<file path="src/rtl/lfsr_noise_pkg.sv">
// Shared constants, FSM state type and seed helper for the lfsr_noise_gen noise source.
package lfsr_noise_pkg;

  localparam int unsigned LFSR_W = 32;

  // Taps of x^32 + x^22 + x^2 + x + 1, expressed as state bit indices
  localparam int unsigned TAP_A = 31;
  localparam int unsigned TAP_B = 21;
  localparam int unsigned TAP_C = 1;
  localparam int unsigned TAP_D = 0;

  typedef enum logic [1:0] {
    IDLE,
    RUN,
    LOAD
  } state_t;

  // The all-zero state would lock the LFSR, so it is replaced by 1
  function automatic logic [LFSR_W-1:0] seed_fix(input logic [LFSR_W-1:0] s);
    return (s == '0) ? LFSR_W'(1) : s;
  endfunction

endpackage

</file>
<file path="src/rtl/lfsr_cell.sv">
// One 32-bit Fibonacci LFSR channel: shifts on tick, loads on load, exposes bit 31.
module lfsr_cell
  import lfsr_noise_pkg::*;
#(
  parameter logic [LFSR_W-1:0] RESET_SEED = 32'h1
) (
  input  logic              sclk,
  input  logic              rst_n,
  input  logic              tick,
  input  logic              load,
  input  logic [LFSR_W-1:0] load_val,
  output logic              msb
);

  logic [LFSR_W-1:0] s;
  logic              fb;

  assign fb  = s[TAP_A] ^ s[TAP_B] ^ s[TAP_C] ^ s[TAP_D];
  assign msb = s[LFSR_W-1];

  always_ff @(posedge sclk or negedge rst_n) begin
    if (!rst_n) begin
      s <= RESET_SEED;
    end else if (load) begin
      s <= load_val;
    end else if (tick) begin
      s <= {s[LFSR_W-2:0], fb};
    end
  end

endmodule

</file>
<file path="src/rtl/lfsr_noise_gen.sv">
// NCH-channel LFSR noise generator with prescaler, run-time reseed handshake and pause.
// Optional popcount output on `sum` when LFSR_NOISE_SUM_EN is defined.
module lfsr_noise_gen
  import lfsr_noise_pkg::*;
#(
  parameter int unsigned       NCH       = 16,
  parameter int unsigned       DIV_W     = 16,
  parameter logic [LFSR_W-1:0] SEED_BASE = 32'hACE1_2023,
  parameter logic [LFSR_W-1:0] SEED_STEP = 32'h9E37_79B9
) (
  input  logic              sclk,
  input  logic              rst_n,
  input  logic              en,
  input  logic [DIV_W-1:0]  div,
  input  logic              seed_valid,
  input  logic [LFSR_W-1:0] seed_data,
  output logic              seed_ready,
  output logic [NCH-1:0]    dac,
  output logic              step
`ifdef LFSR_NOISE_SUM_EN
  ,
  output logic [$clog2(NCH+1)-1:0] sum
`endif
);

  localparam int unsigned IDX_W = (NCH > 1) ? $clog2(NCH) : 1;

  state_t            state, state_next;
  logic [DIV_W-1:0]  cnt;
  logic [IDX_W-1:0]  idx;
  logic [LFSR_W-1:0] seed_acc;
  logic [LFSR_W-1:0] load_val;
  logic [NCH-1:0]    bits;
  logic              tick;
  logic              accept;
  logic              last_load;

  assign seed_ready = (state != LOAD);
  assign accept     = seed_valid && seed_ready;
  // >= rather than == so that lowering div below cnt ticks on the next RUN cycle
  assign tick       = (state == RUN) && (cnt >= div);
  assign last_load  = (state == LOAD) && (idx == IDX_W'(NCH - 1));
  assign load_val   = seed_fix(seed_acc);

  always_comb begin
    state_next = state;
    case (state)
      IDLE: begin
        if (accept)  state_next = LOAD;
        else if (en) state_next = RUN;
      end
      RUN: begin
        if (accept)   state_next = LOAD;
        else if (!en) state_next = IDLE;
      end
      LOAD: begin
        if (last_load) state_next = en ? RUN : IDLE;
      end
      default: state_next = IDLE;
    endcase
  end

  always_ff @(posedge sclk or negedge rst_n) begin
    if (!rst_n) begin
      state <= IDLE;
    end else begin
      state <= state_next;
    end
  end

  // One shared adder walks base, base+STEP, ... while idx selects the channel being written
  always_ff @(posedge sclk or negedge rst_n) begin
    if (!rst_n) begin
      cnt      <= '0;
      idx      <= '0;
      seed_acc <= '0;
    end else if (accept) begin
      cnt      <= '0;
      idx      <= '0;
      seed_acc <= seed_data;
    end else if (state == LOAD) begin
      cnt      <= '0;
      idx      <= idx + IDX_W'(1);
      seed_acc <= seed_acc + SEED_STEP;
    end else if (state == RUN) begin
      cnt <= tick ? '0 : cnt + DIV_W'(1);
    end
  end

  for (genvar k = 0; k < NCH; k++) begin : g_ch
    localparam logic [LFSR_W-1:0] CH_SEED = seed_fix(SEED_BASE + SEED_STEP * LFSR_W'(k));

    lfsr_cell #(
      .RESET_SEED(CH_SEED)
    ) u_cell (
      .sclk    (sclk),
      .rst_n   (rst_n),
      .tick    (tick),
      .load    ((state == LOAD) && (idx == IDX_W'(k))),
      .load_val(load_val),
      .msb     (bits[k])
    );
  end

  always_ff @(posedge sclk or negedge rst_n) begin
    if (!rst_n) begin
      dac  <= '0;
      step <= 1'b0;
    end else begin
      step <= tick;
      if (tick) dac <= bits;
    end
  end

`ifdef LFSR_NOISE_SUM_EN
  localparam int unsigned SUM_W = $clog2(NCH + 1);

  logic [SUM_W-1:0] pop;

  always_comb begin
    pop = '0;
    for (int unsigned i = 0; i < NCH; i++) begin
      pop = pop + SUM_W'(dac[i]);
    end
  end

  always_ff @(posedge sclk or negedge rst_n) begin
    if (!rst_n) begin
      sum <= '0;
    end else begin
      sum <= pop;
    end
  end
`endif

endmodule

</file>
<file path="config.mk">
export PLATFORM = sky130hd
export DESIGN_NAME = lfsr_noise_gen
export DESIGN_NICKNAME = d
export VERILOG_FILES = /design/src/rtl/lfsr_noise_pkg.sv /design/src/rtl/lfsr_cell.sv /design/src/rtl/lfsr_noise_gen.sv
export SDC_FILE = /design/constraint.sdc
export NUM_CORES = 1
export LEC_CHECK = 0
export ABC_AREA = 1
export CORE_ASPECT_RATIO = 0.8
export CORE_MARGIN = 2
export CORE_UTILIZATION = 60
export CTS_CLUSTER_SIZE = 16
export DETAILED_ROUTE_END_ITERATION = 8
export PLACE_DENSITY = 0.78
export SETUP_SLACK_MARGIN = 0.1
export SYNTH_ARGS = -nofsm -noshare
export SYNTH_HDL_FRONTEND = slang
export SYNTH_HIERARCHICAL = 1
export SYNTH_SLANG_ARGS = --single-unit
</file>
<file path="constraint.sdc">
create_clock -name sclk -period 3.9 [get_ports sclk]
set_input_delay 0.78 -clock sclk [delete_from_list [all_inputs] [get_ports sclk]]
set_output_delay 0.78 -clock sclk [all_outputs]
set_load 0.005 [all_outputs]
</file>
; ---- Word level (Yosys, flattened, before mapping)
; Cells that the tools add are included.
[classes]
n_bitwise = 48
muxes = 48
eq_ne = 21
magnitude_cmp = 1
addsub = 3
n_reduce_logical = 40
[op_table]
columns = op, n
row1 = 32-bit two-way mux, 35
row2 = 16-bit two-way mux, 4
row3 = 1-bit bitwise XOR, 48
row4 = 2-bit nonzero test, 17
row5 = "32-bit adder, second input constant", 1
row6 = "4-bit equality test, second input constant", 8
row7 = 32-bit logical NOT, 1
row8 = 1-bit logical AND, 18
row9 = "16-bit by 1-bit adder with 16-bit output, second input constant", 1
row10 = "4-bit by 3-bit equality test with 1-bit output, second input constant", 4
row11 = 16-bit greater-or-equal comparator, 1
row12 = 2-bit two-way mux, 5
row13 = "4-bit by 2-bit equality test with 1-bit output, second input constant", 2
row14 = 4-bit two-way mux, 2
row15 = "3-bit inequality test, second input constant", 2
row16 = 2-bit case mux with 3 select lines, 1
row17 = "4-bit by 1-bit adder with 4-bit output, second input constant", 1
row18 = "4-bit by 1-bit equality test with 1-bit output, second input constant", 1
row19 = 4-bit logical NOT, 1
row20 = 3-bit AND reduction, 1
row21 = 3-bit nonzero test, 1
row22 = "2-bit by 1-bit equality test with 1-bit output, second input constant", 1
row23 = "2-bit equality test, second input constant", 1
row24 = 2-bit logical NOT, 1
row25 = other kinds (3), 3
[word_totals]
input_bits = 52
output_inout_bits = 18
ff_bits = 583
elab_cells = 183

; ---- Logic depth before layout (Yosys ltp)
; Gate-level depths: netlist of the first run.
[logic_depth]
word_depth = 6
ltp_mapped = 17
depth_no_buf = 15

; ---- Modules after synthesis
; The synthesis of the first run kept the hierarchy.
[by_module_without_submodules]
columns = mod, instances, area_each_um2, cells_each
row1 = lfsr_cell (g_ch[11].u_cell ...), 4, 1480.2, 187
row2 = lfsr_noise_gen, 1, 5547.8, 865
row3 = lfsr_cell (g_ch[13].u_cell ...), 3, 1478.9, 187
row4 = lfsr_cell (g_ch[10].u_cell ...), 2, 1482.7, 187
row5 = lfsr_cell (g_ch[14].u_cell ...), 2, 1477.7, 187
row6 = lfsr_cell (g_ch[8].u_cell), 1, 1486.4, 187
row7 = lfsr_cell (g_ch[12].u_cell), 1, 1483.9, 187
row8 = lfsr_cell (g_ch[5].u_cell), 1, 1476.4, 187
row9 = lfsr_cell (g_ch[0].u_cell), 1, 1475.2, 187
row10 = lfsr_cell (g_ch[7].u_cell), 1, 1473.9, 187

; ---- Worst setup path before layout of the first run
; Ideal clock, no wire load.
[synth_path]
kind = input -> register
start = input div[15]
end = register g_ch[10].u_cell.s[1]
t_arrival_ns = 3.699
path_slack_ns = 0.131
setup_time_ns = 0.069
required_time_ns = 3.831
cell_stages = 14
cell_sequence = inv_1 -> ha_1 -> nand2_1 -> nor3_2 -> nand3_2 -> nand3_4 -> nand2_4 -> buf_6 -> inv_1 -> inv_2 -> nor2_4 -> buf_2 -> nand2_1 -> nand3_1
[synth_via]
elab_chain_cells = 3
[synth_lines]
columns = item, line
row1 = start: declaration, lfsr_noise_gen.sv:14  ; input logic [DIV_W-1:0] div,
row2 = 16-bit greater-or-equal comparator, lfsr_noise_gen.sv:41  ; assign tick = (state == RUN) && (cnt >= div);
row3 = 1-bit logical AND, lfsr_noise_gen.sv:41
row4 = via tick, lfsr_noise_gen.sv:34  ; logic tick;
row5 = 2-bit nonzero test (no source line), n/a
row6 = end signal: assignment, lfsr_cell.sv:25  ; s <= load_val;
row7 = end signal: assignment, lfsr_cell.sv:27  ; s <= {s[LFSR_W-2:0], fb};
row8 = end: declaration, lfsr_cell.sv:15  ; logic [LFSR_W-1:0] s;
; The timed path passes the listed nets, and every way through them passes these cells.
; A chain may end at the register's enable or synchronous reset.

; ---- Final worst setup path of the first run
[layout_path]
start = input div[15]
end = register g_ch[3].u_cell.s[17]
[layout_via]
elab_chain_cells = 3
[layout_lines]
columns = item, line
row1 = 16-bit greater-or-equal comparator, lfsr_noise_gen.sv:41
row2 = 1-bit logical AND, lfsr_noise_gen.sv:41
row3 = via tick, lfsr_noise_gen.sv:34
row4 = 2-bit nonzero test (no source line), n/a
row5 = end signal: assignment, lfsr_cell.sv:25
row6 = end signal: assignment, lfsr_cell.sv:27
row7 = end: declaration, lfsr_cell.sv:15
; The timed path passes the listed nets, and every way through them passes these cells.

==> flow_summary.ini, run 1 <==
[timing]
worst_slew_pin_slew_ns = 1.09
slew_viol_final = 0
period_minus_slack_ns = 2.88
finalSetupTns_ns = 0
period_share = 0.740
hold_viol_final = 0
relSlewSlack = 0.272
fin_skew_ns = 0.0227
fmax_ghz = 0.347
grt_setup_unrepaired = no
setup_violations = 0

[yosys]
async_flop_share = 1.00
syn_nets = 3932
syn_avg_cell_area_um2 = 7.58
synthCells = 3857
synth_top_family_by_area = simple AND/OR/NAND/NOR gates
synth-compound-area-share = 0.0271
synth-edff-count = 0
synth_area_um2 = 29200
yosysSeqAreaShare = 0.510
ys_warn_count = 6
synth_simple_gate_area_frac = 0.386
synth_top_flop_cell = dfrtp_1
ys_ff_latch = 583
synth_top_cell_area_share = 0.286
synth_top_cells_by_count = 1,933 x nand2_1, 574 x nand3_1, 334 x dfrtp_1, 249 x dfstp_2, 164 x inv_1
synth_area_leaders = dfrtp_1 29%, nand2_1 25%, dfstp_2 22%, nand3_1 9.8%, inv_1 2.1%
synthAdderAreaFrac = 0.00985
synth_xor_area_frac = 0.00749
ys_types = 41
synth_top_area_cell = dfrtp_1
synthMuxAreaShare = 0
post-synth-top-count-cell = nand2_1

[cells_and_area]
antennaDiodeCount = 0
regArea_um2 = 14900
layout-drive-gt1-share = 0.137
layout.nets = 3928
postLayoutCoreUtil = 0.671
fillers = 3932
fin_area_um2 = 32300
syn_to_final_growth_pct = 10.6
multi_input_area_um2 = 12600

[clock_network]
tritoncts = built
holdBufCountCts = 0
clock_latency_ns = 0.63
post-cts-setup-buffers = 0
htree_levels = 2
clk_pin_slew_ns = 0.06
cts_num_sinks = 583
root_buffer = clkbuf_16
numCtsBuffers = 56
cts_resized = 0
cts_max_path_buffers = 3

[die]
fp.dieH_um = 201
num_rows = 72
start_util = 0.606
coreArea_um2 = 48200
io_pins = 70
dieArea_um2 = 50500
chipWidth_um = 251

[hold_path]
hp-class = in2async

[worst_setup_path]
critPathLaunchType = primary input
worstPathRequired_ns = 4.46
critical_path_arrival_ns = 3.45
path_class = in2reg
critical_path.endpoint_type = flip-flop
crit_fanout = 33

[routing]
drc = 0
wl_per_cell_um = 18.3
vias = 25600
wl_um = 82900
postRouteAntennaNets = 0
detail_route.first_pass.iterations = 7
drtIter0Drc = 2969
vias_per_cell = 5.65

[power_and_ir_drop]
p_leak_nw = 15.2
finalPower_mw = 24.7
peakVddDrop_mv = 0.570
p_per_area_nw_per_um2 = 765

[outcome]
status = complete, no violations

[grt]
grt_max_degree = 110
grtUsageTotal = 0.331
grt_pass1_wl_um = 131000
antenna_found_initial = 0
overflow = 0
grt_pass1_vias = 23400

[placed_design]
gp_congestion = 0.943
dpl.hpwl_um = 47600
place_area_um2 = 30500
portBuffers = 69

[run]
cap_violations = 0
==> final timing paths <==
check	from	cells past startpoint	to	slack, ns
setup / recovery	div[15]	15	g_ch[3].u_cell/s[17]$_DFFE_PN1P_	1.02
hold / removal	rst_n	1	g_ch[0].u_cell/s[10]$_DFFE_PN0P_	0.11
setup reg to reg	state[1]$_DFFE_PN0P_	9	g_ch[3].u_cell/s[0]$_DFFE_PN0P_	1.11
hold reg to reg	g_ch[12].u_cell/s[24]$_DFFE_PN1P_	2	g_ch[12].u_cell/s[25]$_DFFE_PN1P_	0.47
max in group asynchronous	rst_n	2	cnt[11]$_DFFE_PN0P_	2.78
min in group sclk	g_ch[12].u_cell/s[24]$_DFFE_PN1P_	2	g_ch[12].u_cell/s[25]$_DFFE_PN1P_	0.47
==> report_power, final <==
part | internal [mW] | switching (mW) | leakage [nW]
clock | 3.08 | 2.40 | 0.910
combinational | 2.54 | 5.72 | 7.85
sequential | 9.09 | 1.89 | 6.44
total | 14.7 | 10.0 | 15.2
==> per-layer routing <==
layer / wire length [µm] / vias up / GRT usage
li1: - / 12100 / -
met1: 35400 / 12200 / 0.485
met2: 36100 / 1052 / 0.494
met3: 8010 / 205 / 0.0608
met4: 3330 / 0 / 0.120
met5: 0 / - / 0
==> cell usage in the layout, fill, tap and decap left out, types with 27 or more instances in the layout <==
cell             count
nor2_1              80
dfrtp_1            334
nor2_4              37
clkbuf_16           57
buf_4               71
inv_1              163
a22oi_1             32
nor2_2              27
o21ai_0             42
nand2_1           1933
dfstp_2            249
inv_2               27
nand3_1            574
clkdlybuf4s50_1     68
==> critical path, stage by stage <==
cell and delay [ns]:
clkdlybuf4s50_1 0.45, inv_1 0.05, ha_1 0.30, nand2_1 0.10
nor3_2 0.29, nand3_2 0.15, nand3_4 0.13, nand2_4 0.05
inv_2 0.07, buf_12 0.32, inv_2 0.09, nor2_4 0.30
buf_12 0.20, nand2_1 0.06, nand3_1 0.07
==> stage by stage <==
step                      setup slack (ns)  cells  hold WS (ns)
after CTS                             1.03   4529         0.124
final                                 1.02   4529         0.110
after global routing                 0.714   4529         0.156
after floorplan                      0.131   3857         0.447
after global placement               0.497   4424         0.453
after detailed placement             0.439   4424         0.457
==> cell families after synthesis <==
group           Yosys count
compound gates          128
simple gates           2694
buf+inv                 404
xor+xnor                 25
fa+ha+maj                23
flops                   583
==> registers in the layout, summed over array words and instances, names as in the netlist <==
register,count
seed_acc,32
step,1
dac,16
g_ch.u_cell/s,512
state,2
cnt,16
idx,4
==> final cells by class <==
cell class,instances,share of cell area
Clock buffer,91,0.0533
Clock inverter,14,0.00360
Timing Repair Buffer,152,0.0454
Tap cell,629,0.0243
Multi-Input combinational cell,2870,0.390
Inverter,190,0.0221
Sequential cell,583,0.461
(Power assumes the default switching activity.)
==> inputs of run 2 (changes only) <==
--- a/config.mk
+++ b/config.mk
@@ -8,10 +8,10 @@
 export ABC_AREA = 1
 export CORE_ASPECT_RATIO = 0.8
 export CORE_MARGIN = 2
-export CORE_UTILIZATION = 60
+export CORE_UTILIZATION = 57
 export CTS_CLUSTER_SIZE = 16
 export DETAILED_ROUTE_END_ITERATION = 8
-export PLACE_DENSITY = 0.78
+export PLACE_DENSITY = 0.77
 export SETUP_SLACK_MARGIN = 0.1
 export SYNTH_ARGS = -nofsm -noshare
 export SYNTH_HDL_FRONTEND = slang
==> constraint.sdc (replaced) <==
create_clock -name sclk -period 2.5 [get_ports sclk]
set_input_delay 0.5 -clock sclk [delete_from_list [all_inputs] [get_ports sclk]]
set_output_delay 0.5 -clock sclk [all_outputs]
set_load 0.005 [all_outputs]
==> flow_summary.ini, run 2 (same netlist as run 1, synthesis figures left out) <==
[outcome]
status = complete, no violations

[timing]
finalSetupTns_ns = 0
grt_setup_unrepaired = yes
fin_skew_ns = 0.0336
hold_slack_ns = 0.361
period_minus_slack_ns = 2.44
fmax_ghz = 0.410
setup_violations = 0
slew_viol_final = 0
period_share = 0.975
relSlewSlack = 0.474
hold_viol_final = 0
worst_slew_pin_slew_ns = 0.789

[run]
cap_violations = 0

[grt]
grt_pass1_vias = 24400
overflow = 0
grt_pass1_wl_um = 135000
grt_max_degree = 84
antenna_found_initial = 2
grtUsageTotal = 0.322

[cells_and_area]
layout-drive-gt1-share = 0.173
largest_reg_flops = 512
top_register = g_ch.u_cell/s
fillers = 4081
layout.nets = 4052
reg.largest.list = g_ch.u_cell/s: 512 flops, seed_acc: 32 flops
fin_area_um2 = 34100
final_cell_mix = 1,925 x nand2_1, 557 x nand3_1, 334 x dfrtp_1
layout_commonest_cell = nand2_1
regArea_um2 = 14900
syn_to_final_growth_pct = 16.5
multi_input_area_um2 = 12800

[worst_setup_path]
r2r-end = g_ch[7].u_cell/s[25]$_DFFE_PN0P_
worstPathRequired_ns = 3.00
critical_path_arrival_ns = 2.94
r2r_start = cnt[15]$_DFFE_PN0P_
startpoint = cnt[15]$_DFFE_PN0P_
path_class = reg2reg
endpoint = g_ch[7].u_cell/s[25]$_DFFE_PN0P_
critical_path.endpoint_type = flip-flop
ff2ff_path_depth = 13
crit_fanout = 17
reg2reg_slack_ns = 0.06
critPathLaunchType = flip-flop

[clock_network]
clock_latency_ns = 0.63
clk_pin_slew_ns = 0.06
tritoncts = built
cts_num_sinks = 583
numCtsBuffers = 56
root_buffer = clkbuf_16
cts_max_path_buffers = 3
htree_levels = 2

[routing]
detail_route.first_pass.iterations = 7
wl_um = 84300
vias_per_cell = 5.57
postRouteAntennaNets = 0
drtIter0Drc = 2726
wl_per_cell_um = 17.9
vias = 26200
drc = 0

[power_and_ir_drop]
p_int_mw = 23.8
peakVddDrop_mv = 0.923
p_per_area_nw_per_um2 = 1160
p_sw_frac = 0.399
pwr-share-clk = 0.223
switchingPower_mw = 15.7
p_comb_frac = 0.355
seqPwrFrac = 0.423
p_leak_nw = 16.0

[placed_design]
place_area_um2 = 31900
gp_congestion = 0.932
portBuffers = 69
dpl.hpwl_um = 52400

[die]
chipWidth_um = 257
num_rows = 74
dieArea_um2 = 53100
coreArea_um2 = 50800
start_util = 0.575
io_pins = 70
fp.dieH_um = 207

[hold_path]
hp-class = in2async
[run 2: cell count changes in the layout (fill, tap and decap cells not counted), sizes merged]
cell,previous run,this run
dlymetal6s2s,0,1
buf,84,207
inv,192,191
clkdlybuf4s50,68,67
diode,0,1
dlygate4sd3,0,1
bufinv,1,4
clkbuf,91,89
[run 2: worst min path at each step]
| stage | from | endpoint | depth (start not counted) |
|---|---|---|---|
| 6_report | rst_n | g_ch[1].u_cell/s[18]$_DFFE_PN0P_ | 2 |
| 5_1_grt | rst_n | g_ch[1].u_cell/s[18]$_DFFE_PN0P_ | 2 |
| 4_1_cts | rst_n | seed_acc[17]$_DFFE_PN0P_ | 2 |
| 3_5_place_dp | rst_n | g_ch[1].u_cell/s[17]$_DFFE_PN0P_ | 1 |
| 3_3_place_gp | rst_n | g_ch[1].u_cell/s[18]$_DFFE_PN0P_ | 1 |
| 2_1_floorplan | rst_n | cnt[0]$_DFFE_PN0P_ | 0 |
[run 2: stage by stage]
step | power [mW] | utilization | setup slack (ns) | instances
after CTS | 39.1 | 0.666 | 0.0600 | 4703
after global routing | 41.8 | 0.670 | -0.0818 | 4708
after floorplan | 24.6 | - | -0.597 | 3857
after global placement | 29.6 | 0.628 | -0.561 | 4595
final | 39.5 | 0.670 | 0.0627 | 4709
after detailed placement | 30.2 | 0.628 | -0.613 | 4595
[run 2: critical path, cell delays in order, from the launching register on]
cell,delay [ns]
dfrtp_1,0.43
ha_1,0.33
nand2_2,0.09
nor3_4,0.23
nand3_2,0.13
nand3_4,0.13
nand2_4,0.06
clkinvlp_4,0.15
buf_12,0.21
buf_12,0.13
nor2_4,0.04
buf_12,0.16
a22oi_1,0.14
nand2_1,0.07
[run 2: per-layer routing]
metal,wire [µm],up-vias,GRT usage
li1,-,12400,-
met1,36800,12600,0.462
met2,36700,1022,0.485
met3,7460,194,0.0667
met4,3320,0,0.121
met5,0,-,0
[run 2: power groups by stage]
stage	sequential, mW	clock, mW	combinational [mW]
3_3_place_gp	16.6	0	13.0
3_5_place_dp	16.7	0	13.5
2_1_floorplan	16.1	0	8.48
6_report	16.7	8.80	14.0
4_1_cts	16.6	8.91	13.6
5_1_grt	17.2	9.32	15.3
[run 2: cell type report]
class	instances	share of cell area
sequential	583	0.438
inverter	190	0.0213
timing repair buffer	276	0.0844
multi-input combinational	2870	0.376
clock inverter	16	0.00562
tap	684	0.0251
clock buffer	89	0.0498
antenna	1	0.0000735
[run 2: timing repair]
| action | in CTS | in global routing |
|---|---|---|
| setup endpoints to repair | 59 | 508 |
| gates cloned | 0 | 3 |
| hold buffers | 1 | 0 |
| gates resized for setup | 2 | 43 |
| pin swaps | 1 | 17 |
| endpoints found under the hold margin | 26 | 0 |
| setup buffers | 2 | 2 |
